===== src/rtl/multi_data_sync.sv =====
// Multi-channel bus synchroniser: each channel syncs its enable/toggle qualifier,
// captures its source bus on the detected event and tracks valid/ack/overrun.
module multi_data_sync #(
  parameter int NUM_STAGES  = 2,
  parameter int BUS_WIDTH   = 8,
  parameter int NUM_CH      = 4,
  parameter int TOGGLE_MODE = 0
) (
  input  logic                          CLK,
  input  logic                          RST,
  input  logic [NUM_CH*BUS_WIDTH-1:0]   unsync_bus,
  input  logic [NUM_CH-1:0]             bus_enable,
  input  logic [NUM_CH-1:0]             sync_ack,
  input  logic [NUM_CH-1:0]             overrun_clr,
  output logic [NUM_CH*BUS_WIDTH-1:0]   sync_bus,
  output logic [NUM_CH-1:0]             enable_pulse,
  output logic [NUM_CH-1:0]             sync_valid,
  output logic [NUM_CH-1:0]             overrun
);

  for (genvar c = 0; c < NUM_CH; c++) begin : g_ch
    logic [NUM_STAGES-1:0] sync_ff;
    logic                  prev;
    logic                  sync_last;
    logic                  evt;
    logic [BUS_WIDTH-1:0]  data_q;
    logic                  pulse_q;
    logic                  valid_q;
    logic                  ovr_q;

    assign sync_last = sync_ff[NUM_STAGES-1];
    assign evt       = (TOGGLE_MODE != 0) ? (sync_last ^ prev) : (sync_last & ~prev);

    always_ff @(posedge CLK) begin
      if (RST) begin
        sync_ff <= '0;
        prev    <= 1'b0;
      end else begin
        sync_ff <= {sync_ff[NUM_STAGES-2:0], bus_enable[c]};
        prev    <= sync_last;
      end
    end

    // A simultaneous ack keeps valid set and suppresses overrun; a new overrun beats its clear.
    always_ff @(posedge CLK) begin
      if (RST) begin
        data_q  <= '0;
        pulse_q <= 1'b0;
        valid_q <= 1'b0;
        ovr_q   <= 1'b0;
      end else begin
        pulse_q <= evt;
        if (evt) begin
          data_q <= unsync_bus[c*BUS_WIDTH +: BUS_WIDTH];
        end
        if (evt) begin
          valid_q <= 1'b1;
        end else if (sync_ack[c]) begin
          valid_q <= 1'b0;
        end
        if (evt && valid_q && !sync_ack[c]) begin
          ovr_q <= 1'b1;
        end else if (overrun_clr[c]) begin
          ovr_q <= 1'b0;
        end
      end
    end

    assign sync_bus[c*BUS_WIDTH +: BUS_WIDTH] = data_q;
    assign enable_pulse[c]                    = pulse_q;
    assign sync_valid[c]                      = valid_q;
    assign overrun[c]                         = ovr_q;
  end

endmodule


===== config.mk =====
export PLATFORM = sky130hd
export DESIGN_NAME = multi_data_sync
export DESIGN_NICKNAME = d
export VERILOG_FILES = /design/src/rtl/multi_data_sync.sv
export SDC_FILE = /design/constraint.sdc
export NUM_CORES = 1
export LEC_CHECK = 0
export BUFFER_PORTS_ARGS = -buffer_cell sky130_fd_sc_hd__buf_2
export CAP_MARGIN = 15
export CORE_AREA = 3 3 70 72
export CTS_BUF_LIST = sky130_fd_sc_hd__clkbuf_16
export DETAILED_ROUTE_END_ITERATION = 16
export DIE_AREA = 0 0 73 75
export PLACE_DENSITY = 0.77
export SYNTH_ARGS = -nofsm -noshare
export SYNTH_HDL_FRONTEND = slang
export SYNTH_SLANG_ARGS = --single-unit

===== constraint.sdc =====
create_clock -name CLK -period 1.1 [get_ports CLK]
set_input_delay 0.11 -clock CLK [delete_from_list [all_inputs] [get_ports CLK]]
set_output_delay 0.11 -clock CLK [all_outputs]
set_load 0.02 [all_outputs]

==> results of run 1 <==
cell usage after synthesis (all sizes together):
cell type | count | share of area [%]
and2b | 8 | 3.0
nor2b | 12 | 3.8
dfxtp | 56 | 56
clkbuf | 1 | 0.19
nor2 | 4 | 0.76
o22ai | 4 | 1.3
nand2b | 8 | 2.5
nand2 | 64 | 12
inv | 4 | 0.76
a21oi | 36 | 9.6
buf | 25 | 9.5
path summary, 6_finish.rpt:
check	from	endpoint	slack (ns)	cells after the start
max reg2reg	g_ch[3].prev$_SDFF_PP0_	g_ch[3].data_q[4]$_SDFFE_PP0P_	0.16	4
min reg2reg	g_ch[3].sync_ff[0]$_SDFF_PP0_	g_ch[3].sync_ff[1]$_SDFF_PP0_	0.43	1
min	bus_enable[0]	g_ch[0].sync_ff[0]$_SDFF_PP0_	0.03	2
max	g_ch[3].prev$_SDFF_PP0_	g_ch[3].data_q[4]$_SDFFE_PP0P_	0.16	4
through the flow:
stage	setup WS, ns	utilization [%]	hold WS, ns
final	0.1572	58.88	0.02516
after global routing	0.05141	58.88	0.02328
after CTS	0.1492	58.88	0.01911
after detailed placement	0.1558	55.03	0.3171
after global placement	0.1936	55.03	0.3166
after floorplan	0.2811	-	0.2352
where the power goes:
group | internal [mW] | switching [mW] | total (mW) | leakage [nW]
Clock | 1.07 | 0.680 | 1.75 | 0.0798
Combinational | 0.163 | 0.195 | 0.358 | 0.658
Sequential | 2.09 | 0.0273 | 2.12 | 0.456
Total | 3.33 | 0.902 | 4.23 | 1.19
metal layers:
metal | up-vias | track usage [%]
met1 | 737 | 16.43
met2 | 46 | 25.02
met5 | - | 0
met4 | 0 | 6.762
met3 | 5 | 2.804
li1 | 845 | -
critical path: stages, from the launching register on:
cell,delay (ns)
dfxtp_1,0.32
nand2b_1,0.21
buf_4,0.16
nand2_1,0.05
a21oi_1,0.14
cell type report:
class,count,share of cell area (%)
clock buffer,5,4.880
clock inverter,3,1.659
inverter,4,0.5857
multi-input combinational,136,25.62
sequential,56,43.73
tap,52,2.538
timing repair buffer,98,20.99
registers in the layout, summed over array words and instances, names as in the netlist:
name	count
g_ch.ovr_q	4
g_ch.data_q	32
g_ch.pulse_q	4
g_ch.valid_q	4
g_ch.sync_ff	8
g_ch.prev	4
cell families (layout without fill, tap and decap cells):
group | count (synthesis) | in the layout | share of synthesized area, %
AND/OR/NAND/NOR | 96 | 96 | 22.18
AO/OA/AOI/OAI | 40 | 40 | 10.90
buffers and inverters | 30 | 110 | 10.46
flip-flops | 56 | 56 | 56.46
==> results.md, run 1 <==
* # rows at 24
* Fin. Hold Viols at 0
* Placed Cells at 346
* Distinct cell type count after synthesis at 14
* Routed WL per cell at 10.90 microns
* Routed vias at 1633
* DR WL met2 at 1997 microns
* DP Area at 2396 sq um
* Met3 wire len at 241 microns
* CTS H-tree depth at 2
* Critical Path Fanout Max at 6
* Multi-input logic area at 656.9 sq um
* Max_cap viols at 0
* Nets at 347
* Layout cells sized above 1 at 36.09%
* CTS root buf: clkbuf_16
* Post-synthesis sequential area ratio at 56.46%
* Die W at 73 microns
* WP data required at 1.32 ns
* Slew @ Worst Pin at 0.3726 ns
* Arr. time, crit path at 1.16 ns
* PostCTS Resize Cnt at 0
* Routability cong. at 0.7370
* Drt via density at 4.613
* Antenna viol nets, final at 0
* Total power at 4.228 mW
* Unrepaired setup endpoints after global routing: false
* Rel. slew slack at 75.16%
* Post-route insts no fill at 354
* Peak VDD IR at 0.0006673 V
* WL final at 3859 microns
* Post-Syn Instances at 222
* FMAX at 1061 MHz
* DRC at 0
* Final setup TNS at 0 ns
* Post-DP HPWL at 2968 microns
* Register area at 1121 sq um
* Final instance area at 2564 sq um
* Filler instances at 390
* I/O Pins at 90
* CP Capture Type: flip-flop
* Setup violations, final at 0
* Clock Skews at 0.004088 ns
* Vias in the first global route at 1407
* Clk Latency, worst-skew pair at 0.28 ns
* Static leakage at 1.194 nW
* Synth Warn # at 0
* Most common cell after layout, fill and taps aside: buf_2
* Buffers on Ports at 89
* Initial antenna violation count at 0
* CTS tree: built
* Worst-path clk slew at 0.07 ns
* Pre-antenna DRT Iters at 4
* Cell Pwr Density at 1649 nW/um^2
* CTS Hold Buffers Added at 0
* First-pass GRT wire length at 6092 microns
* Avg Cell Area, Syn at 8.944 sq um
* Tightest Hold Check Type: in -> reg
* Post-synthesis instance area at 1986 sq um
* Ant diodes at 0
* Total CTS buffers at 5
* Final worst path period need at 0.9428 ns
* CTS sink count at 56
* Seq cells post-synth at 56
* Highest Signal Layer: met4
* GRT Util Overall at 14.17%
* Most frequent cells in the layout: buf_2 (89), nand2_1 (64), dfxtp_1 (56), a21oi_1 (33), nor2b_1 (12)
* CP Launch Type: flip-flop
* Synth-to-Final Area Change at 29.11%
* Fin crit share at 85.71%
* Crit Path Class: reg -> reg
* Post-synth net total at 268
* Die ar. at 5475 sq um
* Max Root-Sink Buffers at 2
* Status: completed
* Largest net degree at the start of global routing at 20
* # Post-CTS Setup Buffers at 0
* Starting Density at 45.60%
* Grt ovf at 0
* Die Ht at 75 microns
* Slew Limit Fails at 0
* Drt first-iter violations at 49
* Core Area at 4354 sq um
* Metal-1 WL at 1570 microns
No activity file was read; power rests on OpenSTA's default activity.
==> run 2: changes to the inputs <==
--- a/config.mk
+++ b/config.mk
@@ -8,7 +8,6 @@
 export BUFFER_PORTS_ARGS = -buffer_cell sky130_fd_sc_hd__buf_2
 export CAP_MARGIN = 15
 export CORE_AREA = 3 3 70 72
-export CTS_BUF_LIST = sky130_fd_sc_hd__clkbuf_16
 export DETAILED_ROUTE_END_ITERATION = 16
 export DIE_AREA = 0 0 73 75
 export PLACE_DENSITY = 0.77
==> results.md, run 2 (synthesis gave the netlist of run 1 again) <==
* Total CTS buffers at 5 (unchanged)
* Routed vias at 1640 (was 1633)
* Largest net degree at the start of global routing at 20 (unchanged)
* Die W at 73 microns (unchanged)
* Antenna viol nets, final at 0 (unchanged)
* Sw Share at 22.53% (was 21.34%)
* Worst r2r src: g_ch[3].prev$_SDFF_PP0_ (unchanged)
* Vias in the first global route at 1428 (was 1407)
* Nets at 349 (was 347)
* Filler instances at 392 (was 390)
* Reg power frac at 56.0% (was 50.2%)
* Worst Reg-to-Reg Cells at 4 (unchanged)
* # rows at 24 (unchanged)
* Pre-antenna DRT Iters at 4 (unchanged)
* Layout cells sized above 1 at 35.86% (was 36.09%)
* Clk Latency, worst-skew pair at 0.30 ns (was 0.28 ns)
* Routed WL per cell at 10.88 microns (was 10.90 microns)
* PostCTS Resize Cnt at 0 (unchanged)
* Placed Cells at 346 (unchanged)
* CP Launch Type: flip-flop (unchanged)
* DP Area at 2396 sq um (unchanged)
* Peak VDD IR at 0.0006167 V (was 0.0006673 V)
* Initial antenna violation count at 0 (unchanged)
* Crit Path Class: reg -> reg (unchanged)
* Max_cap viols at 0 (unchanged)
* DRC at 0 (unchanged)
* Hold Crit Start: bus_enable[1] (was bus_enable[0])
* Setup violations, final at 0 (unchanged)
* Ant diodes at 0 (unchanged)
* Final setup margin at 0.1475 ns (was 0.1572 ns)
* GRT Util Overall at 14.14% (was 14.17%)
* Die Ht at 75 microns (unchanged)
* Drt via density at 4.607 (was 4.613)
* Most frequent cells in the layout: buf_2 (89), nand2_1 (64), dfxtp_1 (56), a21oi_1 (33), nor2b_1 (12) (unchanged)
* Worst-path clk slew at 0.10 ns (was 0.07 ns)
* Status: completed (unchanged)
* Slew @ Worst Pin at 0.3724 ns (was 0.3726 ns)
* WL final at 3872 microns (was 3859 microns)
* Critical Path Fanout Max at 6 (unchanged)
* CTS Hold Buffers Added at 2 (was 0)
* Fin crit share at 86.60% (was 85.71%)
* I/O Pins at 90 (unchanged)
* Comb power frac at 9.6% (was 8.5%)
* CTS H-tree depth at 2 (unchanged)
* Drt first-iter violations at 55 (was 49)
* Clock Skews at 0.006901 ns (was 0.004088 ns)
* Slew Limit Fails at 0 (unchanged)
* Arr. time, crit path at 1.19 ns (was 1.16 ns)
* Rel. slew slack at 75.17% (was 75.16%)
* WP data required at 1.34 ns (was 1.32 ns)
* # Post-CTS Setup Buffers at 0 (unchanged)
* CP Capture Type: flip-flop (unchanged)
* Final setup TNS at 0 ns (unchanged)
* Dpl ws at 0.1558 ns (unchanged)
* Routability cong. at 0.7370 (unchanged)
* Max reg flops at 32 (unchanged)
* CTS tree: built (unchanged)
* Top Registers: g_ch.data_q x32, g_ch.sync_ff x8 (unchanged)
* Static leakage at 1.176 nW (was 1.194 nW)
* CTS root buf: clkbuf_8 (was clkbuf_16)
* Tightest Hold Check Type: in -> reg (unchanged)
* Fin. Hold Viols at 0 (unchanged)
* Clk network pwr share at 34.4% (was 41.4%)
* Most common cell after layout, fill and taps aside: buf_2 (unchanged)
* Worst reg2reg endpoint: g_ch[3].data_q[4]$_SDFFE_PP0P_ (unchanged)
* R2R setup slack at 0.15 ns (was 0.16 ns)
* Die ar. at 5475 sq um (unchanged)
* Post-route insts no fill at 356 (was 354)
* Starting Density at 45.60% (unchanged)
* Synth-to-Final Area Change at 27.28% (was 29.11%)
* CTS sink count at 56 (unchanged)
* Switch Pwr at 0.8535 mW (was 0.9021 mW)
* Unrepaired setup endpoints after global routing: false (unchanged)
* Cell Pwr Density at 1499 nW/um^2 (was 1649 nW/um^2)
* Buffers on Ports at 89 (unchanged)
* P_int at 2.934 mW (was 3.326 mW)
* Final worst path period need at 0.9525 ns (was 0.9428 ns)
* First-pass GRT wire length at 6085 microns (was 6092 microns)
* Core Area at 4354 sq um (unchanged)
* Post-DP HPWL at 2968 microns (unchanged)
* Max Root-Sink Buffers at 2 (unchanged)
* Grt ovf at 0 (unchanged)
* Final instance area at 2527 sq um (was 2564 sq um)
* Hold Path Sink: g_ch[1].sync_ff[0]$_SDFF_PP0_ (was g_ch[0].sync_ff[0]$_SDFF_PP0_)
* Biggest register: g_ch.data_q (unchanged)
* FMAX at 1050 MHz (was 1061 MHz)
* Hold depth at 2 (unchanged)
==> run 2: worst max path at each step <==
| stage | start | endpoint | slack [ns] | depth (start not counted) |
|---|---|---|---|---|
| finish | g_ch[3].prev$_SDFF_PP0_ | g_ch[3].data_q[4]$_SDFFE_PP0P_ | 0.15 | 4 |
| global placement | g_ch[0].prev$_SDFF_PP0_ | g_ch[0].data_q[4]$_SDFFE_PP0P_ | 0.19 | 3 |
| detailed placement | g_ch[3].prev$_SDFF_PP0_ | g_ch[3].data_q[4]$_SDFFE_PP0P_ | 0.16 | 4 |
| CTS | g_ch[1].prev$_SDFF_PP0_ | g_ch[1].data_q[0]$_SDFFE_PP0P_ | 0.14 | 3 |
| floorplan | g_ch[1].prev$_SDFF_PP0_ | g_ch[1].data_q[7]$_SDFFE_PP0P_ | 0.28 | 4 |
| global route | g_ch[3].prev$_SDFF_PP0_ | g_ch[3].data_q[6]$_SDFFE_PP0P_ | 0.04 | 4 |
==> run 2: cell type report <==
class | instances | area [sq um] | share of cell area [%]
flip-flops and latches | 56 | 1121 | 44.36
multi-input cells | 136 | 656.9 | 25.99
repair buffers | 100 | 558.0 | 22.08
clock buffers | 5 | 68.82 | 2.723
well taps | 52 | 65.06 | 2.574
clock inverters | 3 | 42.54 | 1.683
inverters | 4 | 15.01 | 0.5941
==> run 2: per-stage QoR <==
stage          hold WS [ns]  power, mW  utilization [%]
2_1_floorplan        0.2352      2.385                -
3_3_place_gp         0.3166      2.525            55.03
3_5_place_dp         0.3171      2.531            55.03
4_1_cts            0.002971      3.844            58.05
5_1_grt             0.02203      3.958            58.05
6_report            0.01385      3.788            58.05
==> run 2: layer usage <==
layer  vias up  share of wire (%)  wire length, microns  track usage, %
met5         -                  0                     0               0
met4         0                1.3                    51           6.762
met3         5                6.0                   231           2.804
met2        41                 52                  1995           25.22
met1       745                 41                  1595           16.18
li1        849                  -                     -               -
==> run 2: power by group through the flow <==
stage	clock (mW)	sequential (mW)	combinational, mW
after global routing	1.43	2.13	0.399
after detailed placement	0	2.17	0.363
final	1.30	2.12	0.364
after CTS	1.35	2.12	0.369
after global placement	0	2.17	0.358
after floorplan	0	2.21	0.170
==> run 2: critical path, stage by stage, from the launching register on <==
cell and delay, ns:
dfxtp_1 0.33, nand2b_1 0.21, buf_4 0.16, nand2_1 0.05, a21oi_1 0.14
==> run 3: changes to the inputs <==
==> constraint.sdc (replaced) <==
create_clock -name CLK -period 1.1 [get_ports CLK]
set_input_delay 0.22 -clock CLK [delete_from_list [all_inputs] [get_ports CLK]]
set_output_delay 0.22 -clock CLK [all_outputs]
set_load 0.02 [all_outputs]
==> results.md, run 3 (synthesis gave the netlist of run 1 again) <==
* P_int at 2.759 mW (was 2.934 mW)
* Post-DP HPWL at 2994 microns (was 2968 microns)
* Tightest Hold Check Type: in -> reg (unchanged)
* Pre-antenna DRT Iters at 4 (unchanged)
* CP Launch Type: flip-flop (unchanged)
* Core Area at 4354 sq um (unchanged)
* Nets at 347 (was 349)
* Setup violations, final at 0 (unchanged)
* Rel. slew slack at 80.77% (was 75.17%)
* Grt ovf at 0 (unchanged)
* Final worst path period need at 1.036 ns (was 0.9525 ns)
* Worst r2r src: g_ch[3].prev$_SDFF_PP0_ (unchanged)
* CP cell instances: buf_2 (was nand2b_1 -> buf_4 -> nand2_1 -> a21oi_1)
* CTS H-tree depth at 2 (unchanged)
* Ant diodes at 0 (unchanged)
* Vias in the first global route at 1437 (was 1428)
* FMAX at 965.7 MHz (was 1050 MHz)
* Clock Skews at 0.005173 ns (was 0.006901 ns)
* PostCTS Resize Cnt at 0 (unchanged)
* Total CTS buffers at 5 (unchanged)
* Synth-to-Final Area Change at 25.33% (was 27.28%)
* Most frequent cells in the layout: buf_2 (89), nand2_1 (64), dfxtp_1 (56), a21oi_1 (33), nor2b_1 (12) (unchanged)
* # Post-CTS Setup Buffers at 0 (unchanged)
* Reg power frac at 59.3% (was 56.0%)
* DRC at 0 (unchanged)
* CTS root buf: clkbuf_8 (unchanged)
* First-pass GRT wire length at 6161 microns (was 6085 microns)
* Clk Latency, worst-skew pair at 0.29 ns (was 0.30 ns)
* Largest net degree at the start of global routing at 17 (was 20)
* Fin. Hold Viols at 0 (unchanged)
* CP max stage cell: dfxtp_1 (unchanged)
* Unrepaired setup endpoints after global routing: false (unchanged)
* Antenna viol nets, final at 0 (unchanged)
* CTS tree: built (unchanged)
* WP data required at 0.88 ns (was 1.34 ns)
* Routed WL per cell at 10.77 microns (was 10.88 microns)
* Total power at 3.575 mW (was 3.788 mW)
* Final setup margin at 0.06444 ns (was 0.1475 ns)
* WL final at 3813 microns (was 3872 microns)
* Die W at 73 microns (unchanged)
* CTS Hold Buffers Added at 0 (was 2)
* I/O Pins at 90 (unchanged)
* R2R setup slack at 0.16 ns (was 0.15 ns)
* Starting Density at 45.60% (unchanged)
* CP bufs+invs at 1 (unchanged)
* Fin crit share at 94.14% (was 86.60%)
* Slew Limit Fails at 0 (unchanged)
* Cell Pwr Density at 1436 nW/um^2 (was 1499 nW/um^2)
* Routability cong. at 0.7417 (was 0.7370)
* # rows at 24 (unchanged)
* Layout cells sized above 1 at 36.09% (was 35.86%)
* CP Capture Type: primary output (was flip-flop)
* WP depth at 1 (was 4)
* Drt via density at 4.503 (was 4.607)
* Static leakage at 1.165 nW (was 1.176 nW)
* Sw Share at 22.81% (was 22.53%)
* Routed vias at 1594 (was 1640)
* GRT Util Overall at 14.14% (about the same)
* Biggest register: g_ch.data_q (unchanged)
* Min Hold Slack at 0.1277 ns (was 0.01385 ns)
* Peak per-stage delay on the critical path at 0.35 ns (was 0.33 ns)
* Worst Reg-to-Reg Cells at 4 (unchanged)
* Slew @ Worst Pin at 0.2885 ns (was 0.3724 ns)
* Clk network pwr share at 30.7% (was 34.4%)
* Arr. time, crit path at 0.82 ns (was 1.19 ns)
* Crit Path Class: reg -> out (was reg -> reg)
* Final setup TNS at 0 ns (unchanged)
* Buffers on Ports at 89 (unchanged)
* Top Registers: g_ch.data_q x32, g_ch.sync_ff x8 (unchanged)
* Status: completed (unchanged)
* Max_cap viols at 0 (unchanged)
* Switch Pwr at 0.8154 mW (was 0.8535 mW)
* Die Ht at 75 microns (unchanged)
* Max Root-Sink Buffers at 2 (unchanged)
* Comb power frac at 10.0% (was 9.6%)
* Critical Path Fanout Max at 2 (was 6)
* Peak VDD IR at 0.0009506 V (was 0.0006167 V)
* Worst reg2reg endpoint: g_ch[3].data_q[3]$_SDFFE_PP0P_ (was g_ch[3].data_q[4]$_SDFFE_PP0P_)
* Max reg flops at 32 (unchanged)
* Initial antenna violation count at 0 (unchanged)
* Dpl ws at 0.1674 ns (was 0.1558 ns)
* Drt first-iter violations at 87 (was 55)
* Worst path top cell family by delay: flip-flops (unchanged)
* Most common cell after layout, fill and taps aside: buf_2 (unchanged)
* Hold Crit Start: bus_enable[0] (was bus_enable[1])
* Die ar. at 5475 sq um (unchanged)
* CTS sink count at 56 (unchanged)
* Hold depth at 2 (unchanged)
* Worst-path clk slew at 0.09 ns (was 0.10 ns)
* Hold Path Sink: g_ch[0].sync_ff[0]$_SDFF_PP0_ (was g_ch[1].sync_ff[0]$_SDFF_PP0_)
run 3: cell types whose count changed in the layout (fill, tap and decap cells not counted):
cell | previous run | this run
bufinv_16 | 1 | 0
clkinvlp_4 | 1 | 0
clkbuf_8 | 5 | 6
clkinv_2 | 1 | 2
dlygate4sd3_1 | 2 | 0
run 3: worst max-delay path by stage:
stage | startpoint | endpoint | slack [ns]
after floorplan | g_ch[1].prev$_SDFF_PP0_ | g_ch[1].data_q[7]$_SDFFE_PP0P_ | 0.28
after global placement | g_ch[0].prev$_SDFF_PP0_ | g_ch[0].data_q[4]$_SDFFE_PP0P_ | 0.19
after detailed placement | g_ch[3].prev$_SDFF_PP0_ | g_ch[3].data_q[3]$_SDFFE_PP0P_ | 0.17
after CTS | g_ch[2].data_q[4]$_SDFFE_PP0P_ | sync_bus[20] | 0.04
after global routing | g_ch[2].data_q[4]$_SDFFE_PP0P_ | sync_bus[20] | 0.007
final | g_ch[2].data_q[4]$_SDFFE_PP0P_ | sync_bus[20] | 0.06
run 3: power by group through the flow:
stage | Combinational [mW] | Sequential, mW | Clock (mW)
final | 0.357 | 2.12 | 1.10
after CTS | 0.362 | 2.12 | 1.15
after global placement | 0.358 | 2.17 | 0
after floorplan | 0.170 | 2.21 | 0
after global routing | 0.396 | 2.13 | 1.23
after detailed placement | 0.362 | 2.17 | 0
run 3: metal layers:
| metal | routed length, microns | global-route usage (%) |
|---|---|---|
| met5 | 0 | 0 |
| met4 | 22 | 4.918 |
| met3 | 213 | 3.338 |
| met2 | 1958 | 24.23 |
| met1 | 1618 | 17.45 |
run 3: area by class of cell:
| class | count | area [sq um] |
|---|---|---|
| clock buffer | 6 | 82.58 |
| clock inverter | 2 | 10.01 |
| fill | 407 | 1866 |
| inverter | 4 | 15.01 |
| multi-input combinational | 136 | 656.9 |
| sequential | 56 | 1121 |
| tap | 52 | 65.06 |
| timing repair buffer | 98 | 538.0 |
run 3: worst reg2reg max path, delay by kind of cell, from the launching register on:
family,cells,cell delay (ns)
AO/OA/AOI/OAI,1,0.13
buffers and inverters,1,0.16
flip-flops,1,0.33
AND/OR/NAND/NOR,2,0.26
run 3: through the flow:
step	cell area, sq um	instances	utilization (%)
5_1_grt	2489	354	57.16
2_1_floorplan	1986	222	-
3_3_place_gp	2396	346	55.03
4_1_cts	2489	354	57.16
6_report	2489	354	57.16
3_5_place_dp	2396	346	55.03
